===== config.mk =====
export PLATFORM = sky130hd
export DESIGN_NAME = operand_feeder
export DESIGN_NICKNAME = d
export VERILOG_FILES = /design/src/rtl/feeder_pkg.sv /design/src/rtl/feeder_fifo.sv /design/src/rtl/operand_feeder.sv
export SDC_FILE = /design/constraint.sdc
export NUM_CORES = 1
export LEC_CHECK = 0
export CORE_MARGIN = 8
export CORE_UTILIZATION = 35
export DETAILED_ROUTE_END_ITERATION = 16
export PLACE_DENSITY = 0.56
export RECOVER_POWER = 50
export SYNTH_ARGS = -nofsm -noshare
export SYNTH_HDL_FRONTEND = slang
export SYNTH_SLANG_ARGS = --single-unit

===== constraint.sdc =====
create_clock -name clk -period 3.15 [get_ports clk]
set_input_delay 0.4725 -clock clk [delete_from_list [all_inputs] [get_ports clk]]
set_output_delay 0.4725 -clock clk [all_outputs]
set_load 0.02 [all_outputs]

===== src/rtl/feeder_pkg.sv =====
// Shared constants and FSM state encoding for the operand feeder.
package feeder_pkg;

    localparam int FEEDER_DEPTH = 8;
    localparam int FEEDER_WIDTH = 16;

    typedef enum logic [1:0] {
        ST_IDLE      = 2'd0,
        ST_GO        = 2'd1,
        ST_STREAM    = 2'd2,
        ST_WAIT_DONE = 2'd3
    } feeder_state_t;

endpackage


===== src/rtl/feeder_fifo.sv =====
// Operand storage: single-clock FIFO with count, full/empty flags and a
// combinational head word.
module feeder_fifo
    import feeder_pkg::*;
#(
    parameter int DEPTH = FEEDER_DEPTH,
    parameter int WIDTH = FEEDER_WIDTH,
    localparam int AW = $clog2(DEPTH),
    localparam int CW = $clog2(DEPTH + 1)
) (
    input  logic             clk,
    input  logic             reset_l,
    input  logic             push,
    input  logic [WIDTH-1:0] push_data,
    input  logic             pop,
    output logic [WIDTH-1:0] head_data,
    output logic [CW-1:0]    count,
    output logic             full,
    output logic             empty
);

    logic [WIDTH-1:0] mem [DEPTH];
    logic [AW-1:0]    wr_ptr;
    logic [AW-1:0]    rd_ptr;
    logic             push_ok;
    logic             pop_ok;

    assign full      = (count == CW'(DEPTH));
    assign empty     = (count == '0);
    // A push while full is refused even if a pop frees a slot this cycle.
    assign push_ok   = push && !full;
    assign pop_ok    = pop && !empty;
    assign head_data = mem[rd_ptr];

    always_ff @(posedge clk) begin
        if (push_ok) begin
            mem[wr_ptr] <= push_data;
        end
    end

    // Pointers wrap naturally because DEPTH is a power of two.
    always_ff @(posedge clk or negedge reset_l) begin
        if (!reset_l) begin
            wr_ptr <= '0;
            rd_ptr <= '0;
            count  <= '0;
        end else begin
            if (push_ok) wr_ptr <= wr_ptr + AW'(1);
            if (pop_ok)  rd_ptr <= rd_ptr + AW'(1);
            case ({push_ok, pop_ok})
                2'b10:   count <= count + CW'(1);
                2'b01:   count <= count - CW'(1);
                default: count <= count;
            endcase
        end
    end

endmodule


===== src/rtl/operand_feeder.sv =====
// Streams zero-terminated operand lists from a FIFO to an accumulator and
// captures the accumulator's result for each list.
module operand_feeder
    import feeder_pkg::*;
#(
    parameter int DEPTH = FEEDER_DEPTH,
    parameter int WIDTH = FEEDER_WIDTH,
    localparam int CW = $clog2(DEPTH + 1)
) (
    input  logic             clk,
    input  logic             reset_l,
    input  logic [WIDTH-1:0] in_data,
    input  logic             in_valid,
    output logic             in_ready,
    output logic [WIDTH-1:0] inA,
    output logic             go_l,
    input  logic             done,
    input  logic [WIDTH-1:0] outResult,
    output logic [WIDTH-1:0] result,
    output logic             result_valid,
    output logic             busy,
    output logic [1:0]       dbg_state,
    output logic [CW-1:0]    dbg_count
);

    // Handshake: a word transfers on a rising clk edge where in_valid and
    // in_ready are both high; in_ready does not depend on in_valid.

    feeder_state_t    state, next_state;
    logic [CW-1:0]    term_cnt;
    logic [CW-1:0]    fifo_count;
    logic             fifo_full;
    logic             fifo_empty;
    logic [WIDTH-1:0] head_data;
    logic             push;
    logic             pop;
    logic             pop_req;
    logic             push_zero;
    logic             pop_zero;
    logic [WIDTH-1:0] next_inA;
    logic             next_go_l;
    logic [WIDTH-1:0] next_result;
    logic             next_result_valid;

    assign in_ready  = !fifo_full;
    assign push      = in_valid && in_ready;
    assign pop       = pop_req && !fifo_empty;
    assign push_zero = push && (in_data == '0);
    assign pop_zero  = pop && (head_data == '0);
    assign busy      = (state != ST_IDLE);
    assign dbg_state = state;
    assign dbg_count = fifo_count;

    feeder_fifo #(
        .DEPTH (DEPTH),
        .WIDTH (WIDTH)
    ) u_fifo (
        .clk       (clk),
        .reset_l   (reset_l),
        .push      (push),
        .push_data (in_data),
        .pop       (pop),
        .head_data (head_data),
        .count     (fifo_count),
        .full      (fifo_full),
        .empty     (fifo_empty)
    );

    // Number of complete lists waiting: one terminator per list.
    always_ff @(posedge clk or negedge reset_l) begin
        if (!reset_l) begin
            term_cnt <= '0;
        end else begin
            case ({push_zero, pop_zero})
                2'b10:   term_cnt <= term_cnt + CW'(1);
                2'b01:   term_cnt <= term_cnt - CW'(1);
                default: term_cnt <= term_cnt;
            endcase
        end
    end

    always_ff @(posedge clk or negedge reset_l) begin
        if (!reset_l) begin
            state        <= ST_IDLE;
            inA          <= '0;
            go_l         <= 1'b1;
            result       <= '0;
            result_valid <= 1'b0;
        end else begin
            state        <= next_state;
            inA          <= next_inA;
            go_l         <= next_go_l;
            result       <= next_result;
            result_valid <= next_result_valid;
        end
    end

    // inA holds the word currently on the bus, so a zero in GO/STREAM means
    // the terminator has just been driven.
    always_comb begin
        next_state        = state;
        next_inA          = '0;
        next_go_l         = 1'b1;
        next_result       = result;
        next_result_valid = 1'b0;
        pop_req           = 1'b0;
        case (state)
            ST_IDLE: begin
                if (term_cnt != '0) begin
                    pop_req    = 1'b1;
                    next_inA   = head_data;
                    next_go_l  = 1'b0;
                    next_state = ST_GO;
                end
            end
            ST_GO, ST_STREAM: begin
                if (inA == '0) begin
                    next_state = ST_WAIT_DONE;
                end else begin
                    pop_req    = 1'b1;
                    next_inA   = head_data;
                    next_state = ST_STREAM;
                end
            end
            ST_WAIT_DONE: begin
                if (done) begin
                    next_result       = outResult;
                    next_result_valid = 1'b1;
                    next_state        = ST_IDLE;
                end
            end
            default: next_state = ST_IDLE;
        endcase
    end

endmodule

* After elaboration in Yosys (flattened, before gate mapping)
Memories as Yosys holds them, arrays and structs flattened. Cells that the tools add are included.
Word-level totals: register bits after elaboration 50, RAM bits 128, input port bits 36, memories 1
Memories:
- u_fifo.mem | words 8, bits a word 16, rd ports 1, clocked after memory_dff 0, write ports 1, line feeder_fifo.sv:22 | logic [WIDTH-1:0] mem [DEPTH];
Operators by class: add/subtract/negate cells 6, eq/ne operators 10, muxes and demuxes 18, reductions and logical operators 20
Operators by type and width (number):
- $logic_not 16->1 | 3
- $mux 16 | 2
- $pmux 16 s2 | 1
- $pmux 4 s2 | 2
- $mux 1 | 9
- $add 4x1->4 const B | 2
- $eq 2x2->1 const B | 4
- $sub 4x1->4 const B | 2
- $add 3x1->3 const B | 2
- $eq 2x1->1 const B | 3
- $logic_and 1x1->1 | 6
- $pmux 2 s3 | 1
- $reduce_bool 2->1 | 3
- $eq 4x4->1 const B | 1
- $logic_not 4->1 | 1
- $mux 2 | 2
- $ne 2x2->1 const B | 2
- $reduce_and 2->1 | 2
- $reduce_bool 4->1 | 1
- $logic_not 1->1 | 2
- $logic_not 2->1 | 1
- $pmux 1 s2 | 1
- $reduce_or 2->1 | 1

* Longest topological paths before layout
depth after elaboration 7, gate-level depth with buffers 14, depth with buffers taken out 13

* Cells and area by module
Synthesis repeated with hierarchy kept, for this count alone.
Second synthesis, totals: cell total of the unflattened synthesis 393, area, all modules 7307.0 um2
Modules (own cells, without submodules):
- feeder_fifo | instances 1, cells an instance 253, area an instance 5554.1 um2, seq. area each 4093.9 um2
- operand_feeder | instances 1, cells an instance 140, area an instance 1752.9 um2, seq. area each 1002.2 um2

* Worst setup path before layout
Ideal clock, no wire load.
path type register -> register, from register u_fifo.rd_ptr[1], to register term_cnt[3], arrival time 3.044 ns, required time 3.025 ns, path slack -0.019 ns, cell stages (with the launch flop) 14, path buffers 2, clock period less this slack 3.169 ns, cell sequence dfrtp_1 buf_2 buf_1 mux4_2 mux2i_1 nand4_1 nor4_2 ha_1 ha_1 a21o_1 a21oi_1 xnor2_1 nor2_1 xor2_1
Between the ends: word-level cells in the longest chain between the ends 5
Ends and longest elaborated chain:
- start, declared | line feeder_fifo.sv:24 | logic [AW-1:0] rd_ptr;
- start signal, assigned | line feeder_fifo.sv:49 | if (pop_ok) rd_ptr <= rd_ptr + AW'(1);
- $mem_v2 8x16 (*)
- $logic_not 16->1 (*) | line operand_feeder.sv:49 | assign pop_zero = pop && (head_data == '0);
- $logic_and 1x1->1 (*) | line operand_feeder.sv:49
- $eq 2x1->1 or $eq 2x2->1 (tied branches) | line operand_feeder.sv:74 | case ({push_zero, pop_zero})
- $pmux 4 s2 or $reduce_bool 2->1 (tied branches)
- end signal, assigned | line operand_feeder.sv:75 | 2'b10: term_cnt <= term_cnt + CW'(1);
- end signal, assigned | line operand_feeder.sv:76 | 2'b01: term_cnt <= term_cnt - CW'(1);
- end signal, assigned | line operand_feeder.sv:77 | default: term_cnt <= term_cnt;
- end, declared | line operand_feeder.sv:30 | logic [CW-1:0] term_cnt;
Every way passes the cells marked *; elsewhere a longest branch is shown, timed or not. A chain may end at the register's enable or synchronous reset.

* Worst setup path in the final report
Ends and elaborated chain as after synthesis.

==> impl_metrics.yaml <==
power:
  swShare_pct: 33.0
  clockPowerShare_pct: 22.8
  p_leak_uw: 0.00339
  p_comb_share_pct: 41.5
  ir_drop_v: 0.000470
  p_per_area_mw_per_mm2: 1010
  power_frac_seq_pct: 35.7
  p_switching_uw: 3080
  p_int_uw: 6250
critical_path:
  critPathCapture: "term_cnt[3]"
  crit_type: "register to register"
  reg2reg_depth: 15
  r2r_end: "term_cnt[3]"
  reg2reg_from: "u_fifo.rd_ptr[1]"
  timing.reg2reg.setup_slack_ns: -0.05
  start_kind: "register"
  cp.arrival_ns: 3.51
  cp-end-kind: "register"
  cp-startpoint: "u_fifo.rd_ptr[1]"
  critPathMaxFanout: 5
  crit_required_ns: 3.46
routing:
  drtIter0Drc: 279
  wl_mm: 16.0
  firstDrtPassIters: 4
  ant_nets: 0
  vias: 3892
  routed_via_density: 4.80
  drc_errors: 0
  drt-wirelength-per-cell_um: 19.8
job:
  drv_cap: 1
clock_tree:
  cts.hold.buffers_added: 0
  clockBufferDepth: 2
  cts_tree: "built"
  insertion_delay_ns: 0.43
  cts_root_buffer: "clkbuf_16"
  cts.htree.levels: 4
  cts_buffers: 17
  cts_sinks: 178
  cts.clk_slew.worst_paths_ns: 0.07
sta:
  fmax_ghz: 0.313
  drv_slew: 30
  relSlewSlack_pct: -0.756
  finalSetupViolations: 1
  setup_ws_ns: -0.0497
  period_needed_ns: 3.20
  finalCritPeriodShare_pct: 102
  hold_ws_ns: 0.275
  rsz0062_at_grt: "yes"
  fin_skew_ns: 0.00851
  worstMarginPinSlew_ns: 1.51
  final-hold-violation-count: 0
yosys:
  ys_seq_elements: 178
  yosysUniqueCellTypes: 40
  syn_area_per_cell_um2: 18.9
  ys.warnings.count: 0
  seq_area_frac_synth_pct: 72.4
  synth_fp_nets: 420
  syn-cell-area_mm2: 0.00704
  synthesis.instances: 372
place:
  place_area_mm2: 0.00860
  dp_hpwl_mm: 10.6
  place.gp.congestion: 0.727
  place_ws_ns: -0.146
  dp.cells: 770
  port_buffers: 77
floorplanning:
  die_x_um: 158
  initial_core_util_pct: 35.2
  core_area_mm2: 0.0200
  die_area_mm2: 0.0249
  rows: 52
  boundaryPins: 78
  die_y_um: 158
grt:
  antenna_found_initial: 0
  grt_pass1_wl_mm: 24.2
  grt_usage_pct: 13.3
  gr-total-overflow: 0
  grt_max_degree: 32
  grt_pass1_vias: 4141
layout:
  fin_cells: 811
  drive_gt1_share_pct: 24.6
  n_antenna_cell: 0
  area_growth_pct: 31.7
  fin_nets: 576
  fin_area_mm2: 0.00927
outcome:
  status: "complete, but fails checks"
  violations: "capacitance limit, slew limit, setup timing"
hold_path:
  hp-class: "input pin to async pin"
-- final cells by class --
class	count	area, µm²
clock buffers	17	425
clock inverters	15	170
fillers	1755	10700
inverters	12	45.0
multi-input cells	170	1900
flip-flops and latches	178	5100
well taps	270	338
repair buffers	149	1290
-- registers in the layout, summed over array words and instances, names as in the netlist --
signal and count:
term_cnt 4, u_fifo.mem 128, u_fifo.wr_ptr 3, result_valid 1, inA 16, dbg_state 2
u_fifo.rd_ptr 3, go_l 1, u_fifo.count 4, result 16
-- power by group through the flow --
stage                     logic (µW)  clock network, µW  registers, µW
after floorplan                 1800                  0           3600
after global placement          3680                  0           3360
after detailed placement        3710                  0           3390
after CTS                       3890               2170           3340
after global routing            4190               2270           3390
final                           3870               2130           3330
-- cell families (layout without fill, tap and decap cells) --
logic type	count (synthesis)	count (layout)	share of synthesized area [%]
buffers and inverters	24	193	1.78
and+or+nand+nor	66	66	4.91
AOI/OAI and AO/OA	14	14	1.42
DFF	178	178	72.4
xor gates and xnor gates	12	12	1.49
adders and majority gates	12	12	2.35
muxes	66	66	15.6
-- stage by stage --
step           util [%]  total power, µW  TNS (ns)
2_1_floorplan         -             5400         0
3_3_place_gp       43.0             7040   -0.0761
3_5_place_dp       43.0             7100    -0.146
4_1_cts            46.6             9400   -0.0744
5_1_grt            46.4             9850    -0.352
6_report           46.4             9340   -0.0497
-- routing by layer --
metal	GRT usage (%)	vias to the layer above	share of wire, %
met5	0	-	0
met4	4.81	0	1.6
met3	4.01	19	7.0
met2	21.6	133	47
met1	16.6	1973	44
li1	-	1767	-
-- cells in the mapped netlist, drive strengths merged --
library cell,count,area [µm²]
edfxtp,128,3840
dfrtp,49,1230
mux4,32,736
nor2,24,90.1
mux2,18,203
mux2i,16,160
inv,12,45.0
nand2,12,45.0
buf,10,72.6
ha,10,125
nor4,8,71.3
xnor2,8,70.1
nor3,5,25.0
o21ai,5,25.0
or4,5,37.5
a21oi,4,20.0
xor2,4,35.0
nand2b,3,18.8
nand4,3,18.8
a21o,2,15.0
clkbuf,2,7.51
fa,2,40.0
nand3,2,10.0
a221oi,1,15.0
a2bb2oi,1,8.76
and2,1,6.26
and2b,1,7.51
and4,1,8.76
dfstp,1,26.3
o41ai,1,16.3
or2,1,6.26
-- critical path: stages (launching register included) --
cell and delay, ns:
dfrtp_2 0.42, buf_12 0.14, buf_12 0.12, buf_6 0.11, mux4_2 0.51, mux2i_1 0.19
buf_4 0.15, nand4_1 0.10, nor4_2 0.24, ha_2 0.25, ha_4 0.20, a21o_1 0.16
a21oi_2 0.15, xnor2_1 0.13, nor2_1 0.07, xor2_1 0.13
-- worst min path at each step --
stage | start | end | slack (ns) | depth (start not counted)
6_report | reset_l | u_fifo.rd_ptr[0] | 0.27 | 1
2_1_floorplan | reset_l | dbg_state[0] | 0.18 | 0
4_1_cts | reset_l | inA[2] | 0.03 | 1
5_1_grt | reset_l | inA[2] | 0.37 | 1
3_3_place_gp | term_cnt[3] | term_cnt[3] | 0.47 | 1
3_5_place_dp | term_cnt[3] | term_cnt[3] | 0.47 | 1
-- layout by cell type (no fill, tap or decap), types with 4 or more instances in the layout --
cell type,n
buf_12,4
buf_4,46
clkbuf_1,20
clkbuf_16,17
clkdlybuf4s50_1,60
dfrtp_1,47
dlygate4sd3_1,16
edfxtp_1,128
ha_1,7
inv_1,11
inv_8,4
mux2_1,18
mux2i_1,12
mux4_1,4
mux4_2,28
nand2_1,12
nor2_1,23
nor4_1,5
or4_1,5
xnor2_1,8
xor2_1,4
-- repair_timing --
item,CTS,global route
hold endpoints to repair,0,0
endpoints found under the setup margin,2,3
buffers inserted,7,2
resized for setup,12,7
pin swaps,8,2
(Power assumes the default switching activity.)
